**src/rtl/qec_rep_decoder.sv**
```systemverilog
// Multi-round majority-voted, serial minimum-weight decoder for a bit-flip repetition code.
// Optional on-chip syndrome LFSR is built only when QEC_LFSR_TEST_EN is defined.
module qec_rep_decoder #(
  parameter int N_DATA = 5,
  parameter int ROUNDS = 3,
  parameter int CNT_W  = 8
) (
  input  logic                          clk,
  input  logic                          rst,
  input  logic                          syn_valid,
  output logic                          syn_ready,
  input  logic [N_DATA-2:0]             syn,
  input  logic                          test_mode,
  input  logic                          clear_stats,
  output logic                          res_valid,
  input  logic                          res_ready,
  output logic [N_DATA-1:0]             correction,
  output logic [$clog2(N_DATA+1)-1:0]   corr_weight,
  output logic                          err_flag,
  output logic                          uncorrectable,
  output logic                          meas_flag,
  output logic [CNT_W-1:0]              err_count
);

  localparam int SW = N_DATA - 1;
  localparam int OW = $clog2(ROUNDS + 1);
  localparam int CW = $clog2(N_DATA + 1);
  localparam logic [CW:0] N_WIDE = (CW+1)'(N_DATA);

  typedef enum logic [1:0] {COLLECT, DECODE, RESOLVE, OUTPUT} state_t;

  state_t          state, next;
  logic [OW-1:0]   ones [SW];
  logic [OW-1:0]   round_cnt;
  logic [CW-1:0]   step;
  logic [SW-1:0]   v_reg, v_now, syn_src;
  logic            meas_reg, split_now;
  logic [N_DATA-1:0] cand;
  logic            cur_bit, chain_bit;
  logic [CW-1:0]   w_a;
  logic [CW:0]     two_wa;
  logic            last_round;

`ifdef QEC_LFSR_TEST_EN
  logic [15:0] lfsr;

  // Galois form of x^16+x^14+x^13+x^11+1, stepped once per accepted test round
  always_ff @(posedge clk or posedge rst) begin
    if (rst)
      lfsr <= 16'hACE1;
    else if (state == COLLECT && syn_valid && test_mode)
      lfsr <= {1'b0, lfsr[15:1]} ^ (lfsr[0] ? 16'hB400 : 16'h0000);
  end

  assign syn_src = test_mode ? lfsr[SW-1:0] : syn;
`else
  logic unused_test_mode;
  assign unused_test_mode = test_mode;
  assign syn_src = syn;
`endif

  assign last_round = (round_cnt == OW'(ROUNDS - 1));
  assign two_wa     = {w_a, 1'b0};

  always_comb begin
    v_now     = '0;
    split_now = 1'b0;
    for (int k = 0; k < SW; k++) begin
      v_now[k] = (ones[k] > OW'(ROUNDS / 2));
      if (ones[k] != '0 && ones[k] != OW'(ROUNDS))
        split_now = 1'b1;
    end
  end

  // Next chain bit c[step] = c[step-1] ^ v[step-1]
  always_comb begin
    chain_bit = cur_bit;
    for (int k = 0; k < SW; k++)
      if (step == CW'(k + 1))
        chain_bit = cur_bit ^ v_reg[k];
  end

  always_ff @(posedge clk or posedge rst) begin
    if (rst) state <= COLLECT;
    else     state <= next;
  end

  always_comb begin
    next      = state;
    syn_ready = 1'b0;
    res_valid = 1'b0;
    unique case (state)
      COLLECT: begin
        syn_ready = 1'b1;
        if (syn_valid && last_round) next = DECODE;
      end
      DECODE:  if (step == CW'(N_DATA - 1)) next = RESOLVE;
      RESOLVE: next = OUTPUT;
      OUTPUT: begin
        res_valid = 1'b1;
        if (res_ready) next = COLLECT;
      end
      default: next = COLLECT;
    endcase
  end

  // DECODE step 0 snapshots the votes; steps 1..N_DATA-1 walk the parity chain
  always_ff @(posedge clk or posedge rst) begin
    if (rst) begin
      for (int k = 0; k < SW; k++) ones[k] <= '0;
      round_cnt     <= '0;
      step          <= '0;
      v_reg         <= '0;
      meas_reg      <= 1'b0;
      cand          <= '0;
      cur_bit       <= 1'b0;
      w_a           <= '0;
      correction    <= '0;
      corr_weight   <= '0;
      err_flag      <= 1'b0;
      uncorrectable <= 1'b0;
      meas_flag     <= 1'b0;
    end else begin
      unique case (state)
        COLLECT: begin
          step <= '0;
          if (syn_valid) begin
            for (int k = 0; k < SW; k++) ones[k] <= ones[k] + OW'(syn_src[k]);
            round_cnt <= last_round ? '0 : round_cnt + 1'b1;
          end
        end
        DECODE: begin
          step <= step + 1'b1;
          if (step == '0) begin
            v_reg    <= v_now;
            meas_reg <= split_now;
            cand     <= '0;
            cur_bit  <= 1'b0;
            w_a      <= '0;
          end else begin
            cur_bit <= chain_bit;
            w_a     <= w_a + CW'(chain_bit);
            for (int k = 1; k < N_DATA; k++)
              if (step == CW'(k)) cand[k] <= chain_bit;
          end
        end
        RESOLVE: begin
          err_flag  <= |v_reg;
          meas_flag <= meas_reg;
          if (two_wa < N_WIDE) begin
            correction    <= cand;
            corr_weight   <= w_a;
            uncorrectable <= 1'b0;
          end else if (two_wa > N_WIDE) begin
            correction    <= ~cand;
            corr_weight   <= CW'(N_DATA) - w_a;
            uncorrectable <= 1'b0;
          end else begin
            correction    <= '0;
            corr_weight   <= '0;
            uncorrectable <= 1'b1;
          end
        end
        OUTPUT: begin
          if (res_ready)
            for (int k = 0; k < SW; k++) ones[k] <= '0;
        end
        default: ;
      endcase
    end
  end

  always_ff @(posedge clk or posedge rst) begin
    if (rst)
      err_count <= '0;
    else if (clear_stats)
      err_count <= '0;
    else if (state == OUTPUT && res_ready && err_flag && !uncorrectable && err_count != '1)
      err_count <= err_count + 1'b1;
  end

endmodule

```
**config.mk**
```make
export PLATFORM = sky130hd
export DESIGN_NAME = qec_rep_decoder
export DESIGN_NICKNAME = d
export VERILOG_FILES = /design/src/rtl/qec_rep_decoder.sv
export SDC_FILE = /design/constraint.sdc
export NUM_CORES = 1
export LEC_CHECK = 0
export CAP_MARGIN = 0
export CORE_MARGIN = 1
export CORE_UTILIZATION = 55
export DETAILED_ROUTE_END_ITERATION = 6
export DONT_BUFFER_PORTS = 1
export PLACE_DENSITY_LB_ADDON = 0.08
export SLEW_MARGIN = 40
export SYNTH_ARGS = -nofsm -noshare
export SYNTH_HDL_FRONTEND = slang
export SYNTH_SLANG_ARGS = --single-unit
```
**constraint.sdc**
```tcl
create_clock -name clk -period 2.6 [get_ports clk]
set_clock_uncertainty 0.05 [all_clocks]
set_input_delay 0.52 -clock clk [delete_from_list [all_inputs] [get_ports clk]]
set_output_delay 0.52 -clock clk [all_outputs]
set_load 0.01 [all_outputs]
```
==> out/metrics.yaml <==
worst_setup_path:
  crit_chain: "inv_1 -> ha_2 -> and3b_1 -> o2111a_1 -> nor4_4 -> inv_1 -> ha_1 -> ha_1 -> mux2i_1 -> nor2_1"
  crit_path_max_incr_delay_ns: 0.41
  crit_type: "reg2reg"
  crit_path_start_kind: "flip-flop"
  worstPathMaxFanout: 5
  arrival_ns: 2.54
  end_kind: "flip-flop"
  required_ns: 2.76
  cpMaxStageDelayCell: "dfrtp_1"
floorplan:
  die-height_um: 70.3
  ioPinCount: 31
  die_area_sq_um: 4940
  rows: 24
  chipWidth_um: 70.3
  core-area_sq_um: 4410
  initial_core_util: 0.580
route:
  drtIter0Drc: 68
  totalWireLength_um: 4670
  drcViolationCount: 0
  avgViaCountPerCell: 5.70
  antenna_left: 0
  first_pass_iters: 4
  avgRoutedWirePerCell_um: 14.7
  vias: 1806
synth:
  synth_top_area_share: 0.449
  async_flop_share: 1.00
  yosys_warnings: 0
  synth_seq_area_share: 0.449
  synth.avg_cell_area_sq_um: 9.89
  yosysUniqueCellTypes: 49
  synth_seq_cells: 46
  synth_nets: 290
  synth_ff_type: "dfrtp_1"
  synth.area.top_cells: "dfrtp_1, ha_1, nand2_1"
  synth_edf_count: 0
  syn_area_sq_um: 2560
  yosysTopAreaCell: "dfrtp_1"
  netlist_instances: 259
clock_tree:
  root_buffer: "clkbuf_8"
  clockBufferDepth: 2
  clkLatencyLatePin_ns: 0.31
  cts-htree-levels: 2
  cts_buffers: 5
  clk_pin_slew_worst_paths_ns: 0.09
  cts_sinks: 46
  postCtsHoldBufs: 0
  cts_tree: "built"
place:
  io_buffers: 0
  gp_congestion: 0.727
  dp_cells: 307
  pre_cts_ws_ns: 0.170
  hpwl_um: 3420
grt:
  antenna_found_initial: 0
  grt_pass1_vias: 1820
  grt_max_degree: 25
  grt_pass1_wl_um: 8130
  track_usage: 0.207
  overflow: 0
power_and_ir_drop:
  p_leak_nw: 1.29
  ir_worst_vdd_mv: 0.578
  power.density_nw_per_um2: 1080
sta:
  relSlewSlack: 0.593
  period_share: 0.919
  fin_tns_setup_ns: 0
  slew_viol_final: 0
  rsz0062_at_grt: "false"
  fmax_mhz: 419
  setup_ws_ns: 0.212
  layout_min_cycle_time_ns: 2.39
  whs_ns: 0.0390
  final-setup-viol-count: 0
  hold_viol: 0
  tightest_slew_ns: 0.611
finish:
  antennaDiodeCount: 0
  instances_no_fill: 317
  fillCellCount: 393
  final_net_count: 295
  syn_to_final_growth_pct: 7.67
  reg_top3: "err_count (8), ones (8), correction (5)"
  drive_gt1_frac: 0.121
status:
  status: "finished, final reports clean"
min_path:
  min_path_type: "in2async"
flow_run:
  maxCapViolCount: 0
cell families (layout without fill, tap and decap cells):
| logic type | Yosys count | count (layout) | synth area share |
|---|---|---|---|
| XOR/XNOR | 9 | 9 | 0.0308 |
| adder cells (fa/ha/maj) | 21 | 21 | 0.103 |
| AND/OR/NAND/NOR | 84 | 84 | 0.170 |
| multiplexers | 10 | 10 | 0.0420 |
| other | 1 | 1 | 0.00146 |
| AO/OA/AOI/OAI | 60 | 60 | 0.158 |
| flip-flops | 46 | 46 | 0.449 |
| buffers and inverters | 28 | 34 | 0.0459 |
final timing paths:
check,from,slack (ns),to,cells past startpoint
min in group clk,clear_stats,0.21,err_count[5],1
worst min register to register,meas_reg,0.46,meas_reg,1
worst max register to register,step[0],0.21,w_a[1],10
worst min-delay path,rst,0.04,err_flag,1
worst max-delay path,step[0],0.21,w_a[1],10
max in group asynchronous,rst,1.91,meas_flag,2
per-stage QoR:
step                      power, mW  utilization  instance area (sq um)
after CTS                      2.99        0.620                   2740
after floorplan                2.14            -                   2560
after global placement         2.40        0.595                   2630
final                          2.97        0.625                   2760
after global routing           3.25        0.625                   2760
after detailed placement       2.43        0.595                   2630
synth_stat cells (2+ instances only):
cell and n:
nor2_1 19, dfrtp_1 46, o41ai_1 2, nand2_1 26, o22ai_1 2, nand3_1 5, nor3_1 3, clkbuf_1 7
nand3b_1 2, nor4_1 2, a21o_1 5, nor2b_1 7, mux2_2 6, o31ai_1 9, nor3b_1 5, mux2i_1 4
xnor2_1 7, and3_1 3, xor2_1 2, o21ai_0 16, inv_1 16, or4_1 3, a21oi_1 9, nand2b_1 3
a31oi_1 5, nand4_1 2, ha_1 21
worst max-delay path, delay by kind of cell (launching register included):
kind	cells	cell delay (ns)
muxes	1	0.13
AOI/OAI and AO/OA	1	0.27
DFF	1	0.41
buffers and inverters	2	0.21
and+or+nand+nor	3	0.52
adders and majority gates	3	0.69
where the power goes:
| part | internal, mW | leakage (nW) | switching [mW] |
|---|---|---|---|
| Clock | 0.288 | 0.0585 | 0.253 |
| Combinational | 0.544 | 0.625 | 0.695 |
| Sequential | 0.959 | 0.604 | 0.233 |
cells in the final DEF (no fill, tap or decap), types with 2 or more instances in the layout:
| cell type | count |
|---|---|
| dfrtp_1 | 46 |
| nand2_1 | 26 |
| nor2_1 | 19 |
| ha_1 | 19 |
| o21ai_0 | 16 |
| inv_1 | 15 |
| a21oi_1 | 9 |
| o31ai_1 | 9 |
| buf_4 | 9 |
| nor2b_1 | 7 |
| xnor2_1 | 7 |
| mux2_2 | 6 |
| nor3b_1 | 5 |
| nand3_1 | 5 |
| a21o_1 | 5 |
| a31oi_1 | 5 |
| clkbuf_8 | 5 |
| mux2i_1 | 4 |
| nand2b_1 | 3 |
| and3_1 | 3 |
| nor3_1 | 3 |
| or4_1 | 3 |
| nor4_1 | 2 |
| o22ai_1 | 2 |
| nand3b_1 | 2 |
| nand4_1 | 2 |
| xor2_1 | 2 |
| o41ai_1 | 2 |
| ha_2 | 2 |
what timing repair did:
action,4_1_cts,5_1_grt
endpoints found under the setup margin,0,2
resized for setup,0,1
setup buffers,0,2
endpoints found under the hold margin,0,0
layer usage:
layer | vias up | GRT usage | routed length (um)
met4 | 0 | 0.0600 | 59
met2 | 33 | 0.339 | 2200
met5 | - | 0 | 0
met1 | 850 | 0.268 | 2240
met3 | 6 | 0.0592 | 172
li1 | 917 | - | -
area by class of cell:
| cell class | instances | area (sq um) | share of cell area |
|---|---|---|---|
| Multi-Input combinational cell | 185 | 1300 | 0.471 |
| Clock inverter | 3 | 43.8 | 0.0159 |
| Timing Repair Buffer | 9 | 67.6 | 0.0245 |
| Inverter | 17 | 63.8 | 0.0231 |
| Tap cell | 52 | 65.1 | 0.0236 |
| Clock buffer | 5 | 68.8 | 0.0249 |
| Sequential cell | 46 | 1150 | 0.417 |
No activity file was read; power rests on OpenSTA's default activity.
